File: src/rtl/simplified_fp_compare_pipe.sv
// Two-stage sign-magnitude FP comparator.
// Returns GT/EQ/LT, a mode-selected flag and the max/min operand.
module simplified_fp_compare_pipe #(
  parameter int EXP_W  = 4,
  parameter int FRAC_W = 8,
  localparam int W     = 1 + EXP_W + FRAC_W
) (
  input  logic         clk,
  input  logic         reset_n,
  input  logic         in_valid,
  output logic         in_ready,
  input  logic [W-1:0] a,
  input  logic [W-1:0] b,
  input  logic [1:0]   mode,
  output logic         out_valid,
  input  logic         out_ready,
  output logic         gt,
  output logic         eq,
  output logic         lt,
  output logic         flag,
  output logic [W-1:0] result
);

  localparam int M = W - 1;

  logic         en;
  logic [M-1:0] ma;
  logic [M-1:0] mb;

  logic         s1_valid;
  logic [W-1:0] s1_a;
  logic [W-1:0] s1_b;
  logic [1:0]   s1_mode;
  logic         s1_sa;
  logic         s1_sb;
  logic         s1_mgt;
  logic         s1_meq;
  logic         s1_az;
  logic         s1_bz;

  logic         c_zz;
  logic         c_sd;
  logic         c_me;
  logic         c_mo;
  logic         n_gt;
  logic         n_eq;
  logic         n_lt;
  logic         n_flag;

  assign en       = ~out_valid | out_ready;
  assign in_ready = en;
  assign ma       = a[M-1:0];
  assign mb       = b[M-1:0];

  // Stage 1: capture operands and unsigned magnitude relations.
  always_ff @(posedge clk or negedge reset_n) begin
    if (!reset_n) begin
      s1_valid <= 1'b0;
      s1_a     <= '0;
      s1_b     <= '0;
      s1_mode  <= '0;
      s1_sa    <= 1'b0;
      s1_sb    <= 1'b0;
      s1_mgt   <= 1'b0;
      s1_meq   <= 1'b0;
      s1_az    <= 1'b0;
      s1_bz    <= 1'b0;
    end else if (en) begin
      s1_valid <= in_valid;
      s1_a     <= a;
      s1_b     <= b;
      s1_mode  <= mode;
      s1_sa    <= a[W-1];
      s1_sb    <= b[W-1];
      s1_mgt   <= ma > mb;
      s1_meq   <= ma == mb;
      s1_az    <= ma == '0;
      s1_bz    <= mb == '0;
    end
  end

  assign c_zz = s1_az & s1_bz;
  assign c_sd = ~c_zz & (s1_sa ^ s1_sb);
  assign c_me = ~c_zz & ~(s1_sa ^ s1_sb) & s1_meq;
  assign c_mo = ~c_zz & ~(s1_sa ^ s1_sb) & ~s1_meq;

  // Resolve signs against magnitude order; negatives reverse it.
  always_comb begin
    n_gt = 1'b0;
    n_eq = 1'b0;
    n_lt = 1'b0;
    unique case (1'b1)
      c_zz: n_eq = 1'b1;
      c_sd: begin
        n_gt = ~s1_sa;
        n_lt = s1_sa;
      end
      c_me: n_eq = 1'b1;
      c_mo: begin
        n_gt = s1_mgt ^ s1_sa;
        n_lt = ~(s1_mgt ^ s1_sa);
      end
      default: n_eq = 1'b0;
    endcase
  end

  // Relation selected by the mode captured with the pair.
  always_comb begin
    n_flag = 1'b0;
    unique case (s1_mode)
      2'b00: n_flag = n_gt;
      2'b01: n_flag = n_lt;
      2'b10: n_flag = n_gt | n_eq;
      2'b11: n_flag = n_lt | n_eq;
      default: n_flag = 1'b0;
    endcase
  end

  // Stage 2: result registers, frozen while downstream stalls.
  always_ff @(posedge clk or negedge reset_n) begin
    if (!reset_n) begin
      out_valid <= 1'b0;
      gt        <= 1'b0;
      eq        <= 1'b0;
      lt        <= 1'b0;
      flag      <= 1'b0;
      result    <= '0;
    end else if (en) begin
      out_valid <= s1_valid;
      gt        <= n_gt;
      eq        <= n_eq;
      lt        <= n_lt;
      flag      <= n_flag;
      result    <= n_flag ? s1_a : s1_b;
    end
  end

endmodule

File: config.mk
export PLATFORM = sky130hd
export DESIGN_NAME = simplified_fp_compare_pipe
export DESIGN_NICKNAME = d
export VERILOG_FILES = /design/src/rtl/simplified_fp_compare_pipe.sv
export SDC_FILE = /design/constraint.sdc
export NUM_CORES = 1
export LEC_CHECK = 0
export BUFFER_PORTS_ARGS = -buffer_cell sky130_fd_sc_hd__buf_2
export CORE_ASPECT_RATIO = 1.75
export CORE_MARGIN = 2
export CORE_UTILIZATION = 54
export CTS_CLUSTER_SIZE = 14
export DETAILED_ROUTE_END_ITERATION = 16
export PLACE_DENSITY = 0.77
export SYNTH_ARGS = -nofsm -noshare
export SYNTH_HDL_FRONTEND = slang
export SYNTH_SLANG_ARGS = --single-unit
File: constraint.sdc
create_clock -name clk -period 2.1 [get_ports clk]
set_input_delay 0.105 -clock clk [delete_from_list [all_inputs] [get_ports clk]]
set_output_delay 0.105 -clock clk [all_outputs]
set_load 0.01 [all_outputs]
== Word-level counts from Yosys, hierarchy flattened ==
Cells that the tools add are included.
Operators by class
  $lt $le $gt $ge: 1
  eq/ne operators: 4
  multiplexer cells: 5
  bitwise logic cells: 16
  reductions and logical operators: 4
Operator list (count)
  zero test 12 bit: 2
  2-to-1 mux 13 bit: 1
  equality test 12 bit: 1
  > comparator 12 bit: 1
  NOT 1 bit: 6
  bitwise AND 1 bit: 5
  equality test 2 bit, second input constant: 2
  case mux 1 bit (2 select lines): 2
  case mux 1 bit (4 select lines): 1
  OR 1 bit: 3
  equality test 2 x 1 -> 1 bit, second input constant: 1
  zero test 2 bit: 1
  OR reduction 2 bit: 1
  XOR 1 bit: 2
  2-to-1 mux 1 bit: 1
Storage, ports and cells
  bits in registers: 53
  bits of input ports: 32
  output and inout bits: 19
  word-level logic and storage cells: 46

== Depth between registers and ports, before layout ==
Gate-level depths: netlist of the first run.
  word-level depth: 9
  mapped depth: 7

== Worst setup path after synthesis of the first run ==
No wires, ideal clock.
  path type: register to register
  start point: register, netlist name s1_a[12]
  end point: register result[3]
  setup time: 0.132 ns
  arrival time: 1.579 ns
  required time: 1.968 ns
  path slack: 0.389 ns
  stages on the path, launching flop included: 8
  path buffers: 2
  path through: dfrtp_1 -> buf_6 -> xnor2_4 -> a21boi_4 -> mux2i_4 -> buf_8 -> mux2i_1 -> o21ai_1
RTL lines
  end signal, assigned: RTL line 134  | result <= n_flag ? s1_a : s1_b;
  end, declared: RTL line 21  | output logic [W-1:0] result

==> qor.yml, run 1 <==
yosys:
  synth-edff-count: 0
  ys_seq_elements: 51
  synth.avg_cell_area_um2: 9.490
  syn_nets: 304
  yosysWarningCount: 0
  ys_types: 31
  synth_top_flop_cell: "dfrtp_1"
  synth_commonest_cells: "nand2_1, dfrtp_1, o21ai_0"
  synth.top_cells.by_area: "dfrtp_1, nand2_1, ha_1"
  synth_cells: 260
  syn-cell-area_mm2: 0.002467
  synth_top_area_frac: 0.5172
  async_flop_share: 1.000
  yosysTopAreaCell: "dfrtp_1"
  seq_area_frac_synth: 0.5172
  yosysMostFrequentCell: "nand2_1"
final_layout:
  nNetsFinal: 359
  area_delta_synth_final_pct: 18.56
  fin_util: 0.6642
  layoutNonFillerInstCount: 366
  multiInputGateArea_mm2: 0.001067
  drive_gt1_frac: 0.2222
  regArea_mm2: 0.001276
  num_antenna_cells: 0
  nFillCells: 398
cts:
  post_cts_resized: 0
  htreeDepth: 2
  clockRootBuffer: "clkbuf_8"
  cts_sinks: 51
  cts.clk_slew.worst_paths_ps: 90
  cts-buffers-inserted: 5
  cts_tree: "done"
  clkLatencyLatePin_ps: 300
  cts_buffer_depth: 2
critical_path:
  worstSetupStartpointType: "flop"
  path_cells: "xnor2_4 -> a21boi_4 -> mux2i_4 -> buf_12 -> mux2i_1 -> o21ai_1"
  cp_max_fo: 14
  critPathArrivalTime_ps: 1990
  endpoint: "result[4]"
  reg2reg_depth: 6
  critical_path_required_ps: 2280
  endpoint_kind: "flop"
  crit_start: "s1_b[12]"
  cpPeakStageDelay_ps: 530
  r2r_slack_ps: 300
  r2r-end: "result[4]"
  worstSetupPathType: "reg2reg"
  crit_path_top_delay_cell: "dfrtp_1"
  reg2reg_from: "s1_b[12]"
pwr:
  ir_drop_mv: 0.7304
  p_per_area_mw_per_mm2: 902.9
  finalPower_mw: 2.641
  p_leak_nw: 1.520
drt:
  drt.antenna.violating_nets: 0
  drc: 0
  dr.pass1.iters: 4
  drtIter0Drc: 30
  vias_per_cell: 5.295
  routed_wl_um: 4975
  vias: 1938
  wl_per_cell_um: 13.59
place:
  hpwl_um: 3689
  io_buffers: 50
  place_congestion: 0.7754
  dp.cells: 355
timing:
  fin_crit_sh: 0.8590
  hold_viol_final: 0
  rsz0062_at_grt: "false"
  max_slew_margin: 0.4483
  fin_crit_ps: 1804
  max_freq_mhz: 554.4
  hold_slack_ps: 0.7054
  drv_slew: 0
  tns_ps: 0
  worstMarginPinSlew_ps: 827.5
  fin_skew_ps: 5.979
  setup_viol: 0
hold_path:
  hold_path.class: "in2reg"
global_routing:
  grt_pass1_vias: 1943
  gr-total-overflow: 0
  grt_pass1_wl_um: 8418
  grt_usage: 0.2238
  grt_max_degree: 39
  antenna_found_initial: 0
floorplanning:
  die_x_um: 55.10
  ios: 51
  core_mm2: 0.004404
  dieArea_mm2: 0.005147
  initial_utilization: 0.5602
  die_height_um: 93.42
  fp-row-count: 32
outcome:
  status: "finished, final reports clean"
run:
  drv_cap: 0
-- sequential cells by signal, indices dropped and copies added (netlist names), 2 cells and up --
signal   flops
s1_a        13
result      13
s1_mode      2
s1_b        13
-- metrics by stage --
step / area [um2] / setup WS, ps
finish: 2925 / 296.1
global route: 2925 / 203.4
CTS: 2925 / 286.8
detailed placement: 2779 / 302.4
global placement: 2779 / 342.9
floorplan: 2467 / 389.2
-- power breakdown --
group          total, mW  internal (mW)  leakage, nW  switching (mW)
clock              0.658          0.348       0.0502           0.310
sequential          1.27           1.16        0.620           0.106
combinational      0.717          0.329        0.850           0.387
total               2.64           1.84         1.52           0.803
-- repair_timing --
action | 4_1_cts | 5_1_grt
buffers inserted | 0 | 0
endpoints found under the hold margin | 39 | 0
hold buffers | 4 | 0
-- critical path: cells and delay by family, from the launching register on --
family                    cells  cell delay (ps)
DFF                           1              530
muxes                         2              490
buffers and inverters         1              190
xor gates and xnor gates      1              190
AOI/OAI and AO/OA             2              290
-- layer usage --
layer	GRT usage	part of all wire	wire length [um]	up-vias
met5	0	0	0	-
met4	0.08943	0.024	121	0
met3	0.03035	0.025	125	8
met2	0.3879	0.54	2702	32
met1	0.2658	0.41	2026	929
li1	-	-	-	969
-- placed cells by master, fill, tap and decap left out, drive strengths merged, types with 2 or more instances in the layout --
cell         count
nor2             4
nand2           82
inv             14
nor4             6
nor3             2
dfrtp           51
dlygate4sd3      4
a21o             4
o21ai           30
mux2i           15
ha              12
nand4            3
nor2b            2
a21oi            8
clkbuf           5
buf             57
nand3            3
xnor2            2
-- how the worst min path moves through the flow --
stage | from | endpoint | depth (start not counted)
floorplan | reset_n | eq | 0
global placement | reset_n | result[5] | 1
detailed placement | reset_n | result[5] | 1
CTS | b[12] | s1_b[12] | 3
global route | b[12] | s1_b[12] | 3
finish | b[12] | s1_b[12] | 3
-- cell families (layout without fill, tap and decap cells) --
kind of cell | after synthesis | after routing | share of synthesized area
buffers and inverters | 28 | 83 | 0.05324
DFF | 51 | 51 | 0.5172
xor gates and xnor gates | 3 | 3 | 0.01826
and+or+nand+nor | 104 | 104 | 0.1739
AOI/OAI and AO/OA | 47 | 47 | 0.1090
muxes | 15 | 15 | 0.06744
adders and majority gates | 12 | 12 | 0.06085
-- area by class of cell --
type,count,share of cell area
tap,51,0.02181
multi-input combinational,181,0.3648
timing repair buffer,61,0.1215
clock buffer,5,0.02352
sequential,51,0.4363
clock inverter,2,0.01283
inverter,15,0.01925
No activity file was read; power rests on OpenSTA's default activity.
==> inputs of run 2 (changes only) <==
--- a/config.mk
+++ b/config.mk
@@ -11,7 +11,7 @@
 export CORE_UTILIZATION = 54
 export CTS_CLUSTER_SIZE = 14
 export DETAILED_ROUTE_END_ITERATION = 16
-export PLACE_DENSITY = 0.77
+export PLACE_DENSITY_LB_ADDON = 0.15
 export SYNTH_ARGS = -nofsm -noshare
 export SYNTH_HDL_FRONTEND = slang
 export SYNTH_SLANG_ARGS = --single-unit
==> qor.yml, run 2 (same netlist as run 1, synthesis figures left out) <==
timing:
  rsz0062_at_grt: "false"
  worstMarginPinSlew_ps: 634.9
  hold_slack_ps: 31.59
  fin_crit_ps: 1863
  tns_ps: 0
  hold_viol_final: 0
  setup_viol: 0
  fin_crit_sh: 0.8872
  max_freq_mhz: 536.7
  drv_slew: 0
  max_slew_margin: 0.5767
  fin_skew_ps: 6.156
drt:
  wl_per_cell_um: 14.07
  routed_wl_um: 5149
  vias_per_cell: 5.232
  drtIter0Drc: 36
  drc: 0
  drt.antenna.violating_nets: 0
  vias: 1915
  dr.pass1.iters: 4
cts:
  cts-buffers-inserted: 5
  cts_tree: "done"
  cts_buffer_depth: 2
  clockRootBuffer: "clkbuf_8"
  post-cts-setup-buffers: 0
  htreeDepth: 2
  cts_sinks: 51
  cts.clk_slew.worst_paths_ps: 90
  clkLatencyLatePin_ps: 300
place:
  hpwl_um: 3852
  place_congestion: 0.8041
  io_buffers: 50
global_routing:
  grt_usage: 0.2360
  grt_pass1_wl_um: 8631
  antenna_found_initial: 0
  grt_max_degree: 52
  gr-total-overflow: 0
  grt_pass1_vias: 1915
pwr:
  comb_power_share: 0.285
  switching_share: 0.3204
  p_leak_nw: 1.510
  ir_drop_mv: 0.6258
  power_frac_seq: 0.501
  pwr-share-clk: 0.214
  intPower_mw: 1.726
  p_sw_mw: 0.8140
  p_per_area_mw_per_mm2: 872.5
critical_path:
  worstSetupPathType: "reg2reg"
  worstSetupStartpointType: "flop"
  cp_max_fo: 11
  cpPeakStageDelay_ps: 520
  crit_path_top_delay_cell: "dfrtp_1"
  critical_path_required_ps: 2280
  endpoint_kind: "flop"
  critPathArrivalTime_ps: 2040
  crit_family: "multiplexers"
  critPathBufInv: 1
  crit_start: "s1_b[12]"
  reg2reg_from: "s1_b[12]"
  path_cells: "xnor2_4 -> a21boi_4 -> mux2i_4 -> buf_12 -> mux2i_1 -> o21ai_1"
floorplanning:
  fp-row-count: 32
  core_mm2: 0.004404
  dieArea_mm2: 0.005147
  die_height_um: 93.42
  die_x_um: 55.10
  ios: 51
  initial_utilization: 0.5602
hold_path:
  hold_path.class: "in2reg"
  min_from: "b[12]"
final_layout:
  num_antenna_cells: 0
  largestRegisters: "result x13, s1_a x13, s1_b x13"
  final_cell_mix: "nand2_1, dfrtp_1, buf_2"
  nNetsFinal: 358
  final_common_cell: "nand2_1"
  area_delta_synth_final_pct: 18.00
  nFillCells: 396
  drive_gt1_frac: 0.2159
run:
  drv_cap: 0
outcome:
  status: "finished, final reports clean"
[run 2: cell count changes in the layout (fill, tap and decap cells not counted), sizes merged]
cell         previous run  this run
dlygate4sd3             4         5
buf                    57        55
clkinv                  1         2
clkbuf                  5         6
bufinv                  1         0
[run 2: worst paths after layout]
kind / endpoint / slack [ps] / depth (start not counted)
hold reg to reg: s1_a[1] / 470 / 2
min in group asynchronous: s1_a[3] / 440 / 3
hold / removal: s1_b[12] / 30 / 3
max in group asynchronous: s1_mode[1] / 1240 / 3
setup / recovery: result[4] / 240 / 6
setup reg to reg: result[4] / 240 / 6
[run 2: stage by stage]
stage | std cells | utilization | cell area, um2 | power, mW | setup WS (ps)
2_1_floorplan | 260 | - | 2467 | 1.742 | 389.2
3_3_place_gp | 353 | 0.6304 | 2776 | 1.993 | 318.3
3_5_place_dp | 353 | 0.6304 | 2776 | 2.024 | 247.0
4_1_cts | 366 | 0.6611 | 2912 | 2.572 | 236.2
5_1_grt | 366 | 0.6611 | 2912 | 2.702 | 126.6
6_report | 366 | 0.6611 | 2912 | 2.540 | 236.8
[run 2: what timing repair did]
action,4_1_cts,5_1_grt
resized for setup,0,0
hold buffers,5,0
hold endpoints to repair,55,0
[run 2: per-layer routing]
layer | GRT usage | part of all wire | vias up
li1 | - | - | 969
met1 | 0.2897 | 0.42 | 882
met2 | 0.3849 | 0.52 | 48
met3 | 0.03994 | 0.029 | 16
met4 | 0.1159 | 0.035 | 0
met5 | 0 | 0 | -
[run 2: tightest hold or removal path: cells and delay by family]
kind	cells	cell delay [ps]
simple gates	2	110
buf+inv	1	70
[run 2: final cells by class]
cell class | count | area, um2 | share of cell area
clock buffers | 6 | 72.57 | 0.02492
clock inverters | 2 | 12.51 | 0.004297
inverters | 15 | 56.30 | 0.01934
multi-input cells | 181 | 1067 | 0.3666
flip-flops and latches | 51 | 1276 | 0.4383
well taps | 51 | 63.81 | 0.02192
repair buffers | 60 | 362.8 | 0.1246
[run 2: power groups by stage]
stage | Clock (mW) | Sequential (mW) | Combinational [mW]
2_1_floorplan | 0 | 1.32 | 0.426
3_3_place_gp | 0 | 1.29 | 0.707
3_5_place_dp | 0 | 1.29 | 0.729
4_1_cts | 0.559 | 1.28 | 0.738
5_1_grt | 0.596 | 1.30 | 0.809
6_report | 0.543 | 1.27 | 0.723
